### config.mk
export PLATFORM = sky130hd
export DESIGN_NAME = jtdsp16_sdo_rx
export DESIGN_NICKNAME = d
export VERILOG_FILES = /design/src/rtl/jtdsp16_sdo_rx.sv
export SDC_FILE = /design/constraint.sdc
export NUM_CORES = 1
export LEC_CHECK = 0
export ABC_AREA = 1
export CAP_MARGIN = 10
export CORE_MARGIN = 1
export CORE_UTILIZATION = 52
export CTS_CLUSTER_SIZE = 10
export DETAILED_ROUTE_END_ITERATION = 16
export HOLD_SLACK_MARGIN = 0.05
export PLACE_DENSITY = 0.75
export SLEW_MARGIN = 0
export SYNTH_ARGS = -nofsm -noshare
export SYNTH_HDL_FRONTEND = slang
export SYNTH_SLANG_ARGS = --single-unit
### constraint.sdc
create_clock -name clk -period 5.1 [get_ports clk]
set_input_delay 1.53 -clock clk [delete_from_list [all_inputs] [get_ports clk]]
set_output_delay 1.53 -clock clk [all_outputs]
set_load 0.01 [all_outputs]
### src/rtl/jtdsp16_sdo_rx.sv
// jtdsp16_sdo_rx
//   Receives the DSP16 serial output stream (sdo/ock/old) and rebuilds
//   DW-bit words. Consecutive words are paired as left/right samples. Each
//   pair is offered to the mixer through a valid/ready handshake backed by a
//   single-pair holding buffer. The block also drives the DSP doen pin and
//   reports sticky framing (resync_err) and overrun faults.
//
// Ports
//   clk, rst     system clock, asynchronous active-high reset
//   enable       receiver enable, also registered onto doen
//   ock/sdo/old  DSP serial clock, data, and word-load strobe (clk domain)
//   doen         data output enable to the DSP
//   left/right   held stereo pair
//   valid/ready  pair handshake to the consumer
//   overrun      sticky: a completed pair was dropped (buffer full)
//   resync_err   sticky: a partial word was aborted (early old or timeout)
//   busy         a word is being shifted in
//   clr_flags    clears overrun and resync_err (a set in the same cycle wins)
module jtdsp16_sdo_rx #(
   parameter int DW        = 16,
   parameter int MSB_FIRST = 0,
   parameter int TIMEOUT   = 255
) (
   input  logic          clk,
   input  logic          rst,
   input  logic          enable,
   input  logic          ock,
   input  logic          sdo,
   input  logic          old,
   output logic          doen,
   output logic [DW-1:0] left,
   output logic [DW-1:0] right,
   output logic          valid,
   input  logic          ready,
   output logic          overrun,
   output logic          resync_err,
   output logic          busy,
   input  logic          clr_flags
);

   localparam int CW = $clog2(DW + 1);
   localparam int TW = $clog2(TIMEOUT + 1);

   typedef enum logic {
      IDLE  = 1'b0,
      SHIFT = 1'b1
   } state_t;

   state_t        state_q, state_d;
   logic          ock_q, old_q, doen_q;
   logic [DW-1:0] sr_q, sr_d;
   logic [DW-1:0] lstg_q, lstg_d;
   logic [DW-1:0] left_q, left_d;
   logic [DW-1:0] right_q, right_d;
   logic [CW-1:0] bcnt_q, bcnt_d;
   logic [TW-1:0] tmo_q, tmo_d;
   logic          chan_q, chan_d;
   logic          valid_q, valid_d;
   logic          ovr_q, ovr_d;
   logic          rse_q, rse_d;

   logic          ock_rise, old_rise, last_bit;
   logic          word_done, set_rse, set_ovr, pair_new;
   logic [DW-1:0] sr_shift;

   assign ock_rise = ock & ~ock_q;
   assign old_rise = old & ~old_q;
   assign last_bit = (bcnt_q == CW'(DW - 1));

   // LSB-first shifts right so the first bit ends at bit 0 after DW bits.
   assign sr_shift = (MSB_FIRST != 0) ? {sr_q[DW-2:0], sdo}
                                      : {sdo, sr_q[DW-1:1]};

   // Word framing FSM. Priority inside SHIFT: disable, completing bit
   // (which may coincide with a new old strobe), early old, plain bit,
   // timeout.
   always_comb begin
      state_d   = state_q;
      sr_d      = sr_q;
      bcnt_d    = bcnt_q;
      tmo_d     = tmo_q;
      chan_d    = chan_q;
      lstg_d    = lstg_q;
      word_done = 1'b0;
      set_rse   = 1'b0;
      case (state_q)
         IDLE: begin
            if (enable && old_rise) begin
               state_d = SHIFT;
               bcnt_d  = '0;
               tmo_d   = '0;
            end
         end
         SHIFT: begin
            if (!enable) begin
               state_d = IDLE;
               chan_d  = 1'b0;
            end else if (ock_rise && last_bit) begin
               // Word completes now; a simultaneous old starts the next one.
               word_done = 1'b1;
               sr_d      = sr_shift;
               chan_d    = ~chan_q;
               bcnt_d    = '0;
               tmo_d     = '0;
               state_d   = old_rise ? SHIFT : IDLE;
               if (!chan_q) lstg_d = sr_shift;
            end else if (old_rise) begin
               set_rse = 1'b1;
               chan_d  = 1'b0;
               bcnt_d  = '0;
               tmo_d   = '0;
            end else if (ock_rise) begin
               sr_d   = sr_shift;
               bcnt_d = bcnt_q + 1'b1;
               tmo_d  = '0;
            end else if (tmo_q == TW'(TIMEOUT)) begin
               set_rse = 1'b1;
               chan_d  = 1'b0;
               state_d = IDLE;
            end else begin
               tmo_d = tmo_q + 1'b1;
            end
         end
         default: state_d = IDLE;
      endcase
   end

   // Pair holding buffer. A new pair may replace the held one in the same
   // cycle the consumer takes it.
   assign pair_new = word_done & chan_q;

   always_comb begin
      valid_d = valid_q;
      left_d  = left_q;
      right_d = right_q;
      set_ovr = 1'b0;
      if (pair_new) begin
         if (!valid_q || ready) begin
            left_d  = lstg_q;
            right_d = sr_shift;
            valid_d = 1'b1;
         end else begin
            set_ovr = 1'b1;
         end
      end else if (valid_q && ready) begin
         valid_d = 1'b0;
      end
      ovr_d = set_ovr | (ovr_q & ~clr_flags);
      rse_d = set_rse | (rse_q & ~clr_flags);
   end

   always_ff @(posedge clk or posedge rst) begin
      if (rst) begin
         state_q <= IDLE;
         ock_q   <= 1'b0;
         old_q   <= 1'b0;
         doen_q  <= 1'b0;
         sr_q    <= '0;
         lstg_q  <= '0;
         left_q  <= '0;
         right_q <= '0;
         bcnt_q  <= '0;
         tmo_q   <= '0;
         chan_q  <= 1'b0;
         valid_q <= 1'b0;
         ovr_q   <= 1'b0;
         rse_q   <= 1'b0;
      end else begin
         state_q <= state_d;
         ock_q   <= ock;
         old_q   <= old;
         doen_q  <= enable;
         sr_q    <= sr_d;
         lstg_q  <= lstg_d;
         left_q  <= left_d;
         right_q <= right_d;
         bcnt_q  <= bcnt_d;
         tmo_q   <= tmo_d;
         chan_q  <= chan_d;
         valid_q <= valid_d;
         ovr_q   <= ovr_d;
         rse_q   <= rse_d;
      end
   end

   assign doen       = doen_q;
   assign left       = left_q;
   assign right      = right_q;
   assign valid      = valid_q;
   assign overrun    = ovr_q;
   assign resync_err = rse_q;
   assign busy       = (state_q == SHIFT);

endmodule

**Yosys cells after proc, flatten, opt, wreduce, memory -nomap -nowiden**

Index checks and enable logic that the tools add are counted.

- Input bits: 8
- Register bits after elaboration: 85
- Output and inout bits: 37
- Bits in latches: 0
- Bits in read-only memories: 0
- RAM bits: 0
- Memories: 0
- Logic and storage cells: 95

- Shift operators: 0
- Reduce and logical (&&, ||, !) cells: 14
- Mux-type cells: 43
- Multiply operators: 0
- $lt $le $gt $ge: 0
- Bitwise logic cells: 12
- Equality and inequality tests: 10
- $add $sub $neg: 2
- Div/mod/pow operators: 0

Operators by type and width:

| operator | count |
|---|---|
| $mux 16 | 3 |
| $mux 8 | 6 |
| $mux 1 | 26 |
| $mux 5 | 5 |
| $pmux 8 s2 | 1 |
| $pmux 5 s2 | 1 |
| $reduce_and 3->1 | 3 |
| $add 8x1->8 const B | 1 |
| $eq 8x8->1 const B | 1 |
| $ne 4x1->1 const B | 2 |
| $reduce_and 4->1 | 2 |
| $add 5x1->5 const B | 1 |
| $and 1x1->1 | 5 |
| $eq 5x4->1 const B | 1 |
| $ne 5x5->1 const B | 1 |
| $not 1->1 | 5 |
| $ne 2x1->1 const B | 2 |
| $ne 2x2->1 const B | 2 |
| $ne 4x2->1 const B | 1 |
| $reduce_and 2->1 | 2 |
| $reduce_bool 2->1 | 2 |
| $logic_and 1x1->1 | 3 |
| $or 1x1->1 | 2 |
| $pmux 1 s2 | 1 |
| 2 further kinds | 2 |

**Logic depth before layout (Yosys ltp)**

Gate-level depths: netlist (run 1).

- Depth in word-level cells: 9
- Depth in mapped cells: 10
- Depth with buffers taken out: 10

**Worst setup path before layout (run 1)**

OpenSTA, ideal clock, no wires.

- Path type: input to register
- Start point: input ock
- End point: register right_q[11], in the netlist right[11]
- Buffers on the path: 1
- Data required time: 4.982 ns
- Data arrival time: 2.313 ns
- Stages on the path: 8
- Library setup time: 0.118 ns
- Path slack: 2.669 ns
- Cell sequence: inv_2 nor2_2 nand2_2 nor2_4 nand3_4 buf_6 nand2_1 o21ai_2

- Cells in the longest elaborated chain, start to end: 7

Ends and longest elaborated chain:

| item | line | RTL |
|---|---|---|
| from (decl) | 27 | `input logic ock,` |
| $and 1x1->1 | 66 | `assign ock_rise = ock & ~ock_q;` |
| $logic_and 1x1->1 | 98 | `end else if (ock_rise && last_bit) begin` |
| $mux 1 | 98 |  |
| $mux 1 | 95 | `if (!enable) begin` |
| $mux 1 | 86 | `case (state_q)` |
| $and 1x1->1 | 130 | `assign pair_new = word_done & chan_q;` |
| $reduce_and 2->1 (no line) | -- |  |
| to (signal assigned) | 176 | `right_q <= right_d;` |
| to (decl) | 54 | `logic [DW-1:0] right_q, right_d;` |

No other way between the ends.
A chain may end at the register's enable or synchronous reset.

**Worst setup path after layout (run 1)**

- Start point: input ock
- End point: register left_q[13], in the netlist left[13]

- Cells in the longest elaborated chain, start to end: 7

Ends and longest elaborated chain:

| item | line | RTL |
|---|---|---|
| $and 1x1->1 | 66 |  |
| $logic_and 1x1->1 | 98 |  |
| $mux 1 | 98 |  |
| $mux 1 | 95 |  |
| $mux 1 | 86 |  |
| $and 1x1->1 | 130 |  |
| $reduce_and 2->1 (no line) | -- |  |
| to (signal assigned) | 175 | `left_q <= left_d;` |
| to (decl) | 53 | `logic [DW-1:0] left_q, left_d;` |

No other way between the ends.

==> flow_summary.json, run 1 <==
{
  "synth_top_area_share_pct": 58.0,
  "yosys_warnings": 0,
  "syn_inst": 365,
  "maxSlewViolCount": 0,
  "path_class": "in2reg",
  "grt_pass1_wl_um": 10800,
  "p_leak_nw": 1.86,
  "post-route-period-util_pct": 66.5,
  "overflow": 0,
  "clock_latency_ps": 360,
  "hold_path_end": "left[11]",
  "drt_pass1_iterations": 4,
  "drt_iter0_markers": 137,
  "tns_ps": 0,
  "r2r-end": "left[13]",
  "vias": 2478,
  "worst_pin_slew_ps": 1030,
  "max_freq_mhz": 295,
  "routed_via_density": 5.02,
  "cts.clk_slew.worst_paths_ps": 80,
  "rsz0062_at_grt": "false",
  "cts_setup_buffers": 0,
  "synth_adder_area_share_pct": 1.04,
  "synth_top_family_by_area": "simple AND/OR/NAND/NOR gates",
  "synthMuxAreaShare_pct": 0,
  "setup_viol": 0,
  "place_ws_ps": 1330,
  "post_cts_resize_count": 0,
  "critPathMaxFanout": 64,
  "finalWirelength_um": 6170,
  "yosysSeqAreaShare_pct": 58.0,
  "fin_crit_ps": 3390,
  "grt_start_max_net_pins": 65,
  "yosysTopAreaCell": "dfrtp_1",
  "antenna_found_initial": 0,
  "core_um2": 6760,
  "endpoint_kind": "register",
  "tritoncts": "done",
  "power-per-cell-area_nw_per_um2": 298,
  "syn_nets": 376,
  "die_area_um2": 7310,
  "holdPathStages": 2,
  "worst_ir_drop_vdd_mv": 0.185,
  "fin_worst_skew_ps": 9.45,
  "r2r_cells": 9,
  "reg2reg_slack_ps": 2560,
  "finalHoldViolCount": 0,
  "h-tree-depth": 3,
  "drive_gt1_share_pct": 21.3,
  "min_path_type": "reg2reg",
  "die_w_um": 85.5,
  "finalWorstSetupSlack_ps": 1710,
  "wl_per_cell_um": 12.5,
  "cts_root_buffer": "clkbuf_8",
  "io_pins": 45,
  "status": "completed",
  "cts-buffers-inserted": 9,
  "placementRows": 30,
  "fillers": 554,
  "synth-compound-area-share_pct": 14.6,
  "yosysUniqueCellTypes": 26,
  "drt.antenna.violating_nets": 0,
  "slew_headroom_pct": 31.1,
  "initial_core_util_pct": 53.6,
  "maxCapViolCount": 0,
  "cp-start-kind": "primary input",
  "yosys.area_share.simple_pct": 17.9,
  "hold_buffers": 0,
  "synth_xor_area_share_pct": 0.483,
  "worst_ep_arrival_time_ps": 3610,
  "die_y_um": 85.5,
  "cp_data_required_time_ps": 5310,
  "place_congestion": 0.898,
  "diodes": 0,
  "drc": 0,
  "min-delay-start": "left[11]",
  "track_usage_pct": 19.1,
  "nNetsFinal": 420,
  "max-clock-path-buffers": 2,
  "r2r_start": "bcnt_q[0]",
  "ys_ff_latch": 84,
  "hpwl_um": 4050,
  "syn_area_um2": 3620,
  "avgSynthCellArea_um2": 9.93,
  "clock_sinks": 84,
  "area_growth_pct": 18.7,
  "portBuffers": 44,
  "grt_pass1_vias": 2352,
  "synth.area.top_cells": "dfrtp_1 (58%), o21ai_2 (7.7%), nand2_1 (6.8%), inv_1 (5.0%), nand2_2 (4.8%)"
}
[cells by family (layout without fill, tap and decap cells)]
group | count (synthesis) | count (layout)
compound gates | 80 | 80
xor+xnor | 2 | 2
flops | 84 | 84
simple gates | 133 | 133
buf+inv | 63 | 112
fa+ha+maj | 3 | 3
[cells in the final DEF, fill, tap and decap left out, types with 2 or more instances in the layout]
cell             synthesis  routed
dfrtp_1                 84      84
nand2_1                 66      66
inv_1                   48      47
clkdlybuf4s50_1          0      44
o21ai_1                 33      33
o21ai_2                 32      32
nand2_2                 28      28
nor2_1                  14      14
nand3_1                 13      13
clkbuf_8                 0       9
a21oi_1                  5       5
o21ai_0                  5       5
inv_2                    3       3
nor2_4                   3       3
o22ai_1                  3       3
ha_1                     3       3
clkinv_4                 0       3
nand2_4                  2       2
nor3_1                   2       2
xor2_1                   2       2
nand4_1                  2       2
clkinvlp_4               0       2
bufinv_16                0       2
[metal layers]
| metal | share of wire [%] | track usage [%] |
|---|---|---|
| met5 | 0 | 0 |
| met2 | 46 | 28.6 |
| met1 | 48 | 26.2 |
| met3 | 3.9 | 4.72 |
| met4 | 2.4 | 9.70 |
[power breakdown]
group / internal [W] / leakage, nW / switching [W]
clock: 0.000278 / 0.106 / 0.000249
sequential: 0.000679 / 1.16 / 0.0000110
combinational: 0.0000212 / 0.591 / 0.0000424
[worst max path at each step]
stage | start | endpoint | slack [ps]
detailed placement | ock | left[13] | 1330
finish | ock | left[13] | 1710
CTS | ock | left[13] | 1710
floorplan | rst | bcnt_q[0] | 1400
global placement | ock | left[1] | 1390
global route | ock | right[2] | 1520
[cells in the mapped netlist]
cell type,number
o21ai_0,5
inv_1,48
nor3b_1,1
nand3_4,1
o31ai_1,1
nor3_1,2
nand2_1,66
nand2_4,2
clkbuf_1,1
o22ai_1,3
nor2_1,14
nor2_2,1
buf_6,6
ha_1,3
o21ai_2,32
buf_2,5
o21bai_1,1
nand3_1,13
nand4_1,2
inv_2,3
nand2_2,28
o21ai_1,33
nor2_4,3
xor2_1,2
dfrtp_1,84
a21oi_1,5
[area by class of cell]
class / count / area (um^2) / area share, %
Clock buffer: 9 / 124 / 2.88
Clock inverter: 7 / 101 / 2.36
Inverter: 51 / 193 / 4.48
Multi-Input combinational cell: 218 / 1230 / 28.7
Sequential cell: 84 / 2100 / 48.9
Tap cell: 80 / 100 / 2.33
Timing Repair Buffer: 45 / 448 / 10.4
[sequential cells by signal, summed over array words and instances (netlist names)]
name	cells
valid	1
left	16
busy	1
ock_q	1
tmo_q	8
resync_err	1
sr_q	15
chan_q	1
old_q	1
bcnt_q	5
overrun	1
right	16
doen	1
lstg_q	16
[per-stage QoR]
step           std cells  instance area, um^2  hold slack [ps]  utilization (%)  total power (W)
2_1_floorplan        365                 3620              459                -         0.000743
3_3_place_gp         478                 4080              467             60.4         0.000765
3_5_place_dp         478                 4080              472             60.4         0.000768
4_1_cts              494                 4300              492             63.7          0.00129
5_1_grt              494                 4300              511             63.7          0.00133
6_report             494                 4300              486             63.7          0.00128
[critical path, stage by stage]
cell and delay [ps]:
clkdlybuf4s50_1 500, inv_2 40, nor2_2 130, nand2_2 110, nor2_4 140, nand3_4 730, nand2_1 310, o21ai_2 70
(Power assumes the default switching activity.)
==> run 2, diff against run 1 <==
- CORE_UTILIZATION: 52 -> 50
- PLACE_DENSITY: 0.75 -> 0.76
- clock period: 5.1 -> 2.8 ns (I/O delays scaled with it)
==> flow_summary.json, run 2 (synthesized netlist as in run 1, its figures left out) <==
{
  "critPathMaxFanout": 7,
  "max_freq_mhz": 435,
  "routed_via_density": 4.81,
  "drc": 0,
  "r2r-end": "lstg_q[11]",
  "finalWorstSetupSlack_ps": 502,
  "cts_root_buffer": "clkbuf_8",
  "hpwl_um": 4190,
  "cp_cell_sequence": "clkdlybuf4s50_1",
  "maxCapViolCount": 0,
  "fin_crit_ps": 2300,
  "final_common_cell": "dfrtp_1",
  "rsz0062_at_grt": "false",
  "min_path_type": "reg2reg",
  "hold_path_end": "left[11]",
  "maxSlewViolCount": 0,
  "die_area_um2": 7590,
  "die_y_um": 87.1,
  "path_class": "reg2out",
  "core_um2": 6910,
  "portBuffers": 44,
  "fillers": 576,
  "worst_ir_drop_vdd_mv": 0.267,
  "seq_area_um2": 2100,
  "tritoncts": "done",
  "cts_setup_buffers": 0,
  "r2r_start": "bcnt_q[0]",
  "min-delay-start": "left[11]",
  "r2r_cells": 9,
  "cp_slowest_cell": "clkdlybuf4s50_1",
  "placementRows": 30,
  "cp_data_required_time_ps": 1960,
  "cp-start-kind": "register",
  "power_w": 0.00218,
  "hold_buffers": 0,
  "h-tree-depth": 3,
  "drt_iter0_markers": 148,
  "p_leak_nw": 1.86,
  "placed_cells": 496,
  "reg2reg_slack_ps": 840,
  "initial_core_util_pct": 52.5,
  "drt.antenna.violating_nets": 0,
  "die_w_um": 87.1,
  "fin_worst_skew_ps": 11.9,
  "tns_ps": 0,
  "grt_start_max_net_pins": 85,
  "slew_headroom_pct": 61.3,
  "cts.clk_slew.worst_paths_ps": 90,
  "grt_pass1_vias": 2345,
  "max-clock-path-buffers": 2,
  "setup_viol": 0,
  "nNetsFinal": 422,
  "vias": 2461,
  "grt_pass1_wl_um": 10800,
  "overflow": 0,
  "finalHoldViolCount": 0,
  "io_pins": 45,
  "post-route-period-util_pct": 82.1,
  "status": "completed",
  "cp.depth": 1,
  "fin_cells": 512,
  "area_growth_pct": 19.3,
  "diodes": 0,
  "final_cell_mix": "dfrtp_1 (84), nand2_1 (66), inv_1 (47), clkdlybuf4s50_1 (44), o21ai_1 (33)",
  "place_ws_ps": 278,
  "power-per-cell-area_nw_per_um2": 504,
  "cp_top_family": "buffers and inverters",
  "antenna_found_initial": 0,
  "worst_ep_arrival_time_ps": 1460,
  "endpoint_kind": "output port",
  "track_usage_pct": 18.8,
  "place_congestion": 0.794,
  "multiInputGateArea_um2": 1230,
  "path_buf_inv": 1,
  "post_cts_resize_count": 0,
  "clock_sinks": 84,
  "drive_gt1_share_pct": 21.6,
  "worst_pin_slew_ps": 579,
  "wl_per_cell_um": 12.4,
  "cpPeakStageDelay_ps": 600,
  "clock_latency_ps": 360,
  "cts-buffers-inserted": 9,
  "drt_pass1_iterations": 4,
  "finalWirelength_um": 6330,
  "holdPathStages": 2
}
==> run 2: final cells by class <==
class	count	share of cell area, %
repair buffers	47	11.3
clock inverters	7	1.36
clock buffers	9	2.87
multi-input cells	218	28.6
inverters	51	4.52
flip-flops and latches	84	48.6
well taps	96	2.78
==> run 2: per-layer routing <==
layer | GRT usage, % | wire (um) | vias up
met2 | 28.7 | 2890 | 47
li1 | - | - | 1253
met1 | 25.5 | 3040 | 1153
met3 | 5.69 | 296 | 8
met5 | 0 | 0 | -
met4 | 6.71 | 96 | 0
==> run 2: through the flow <==
step | utilization, % | cell area [um^2] | hold slack (ps)
finish | 62.6 | 4320 | 486
detailed placement | 59.9 | 4140 | 469
CTS | 62.6 | 4320 | 490
global route | 62.6 | 4320 | 509
floorplan | - | 3630 | 459
global placement | 59.9 | 4140 | 465
==> run 2: where the power goes <==
part / switching (W) / internal (W)
Sequential: 0.0000225 / 0.00124
Clock: 0.000470 / 0.000334
Combinational: 0.0000761 / 0.0000403
==> run 2: worst max-delay path by stage <==
stage                       endpoint  startpoint  slack, ps
after floorplan            bcnt_q[0]         rst        990
after global placement    lstg_q[15]         ock        340
after detailed placement   lstg_q[2]         ock        280
after CTS                       busy        busy        500
after global routing            busy        busy        450
final                           busy        busy        500
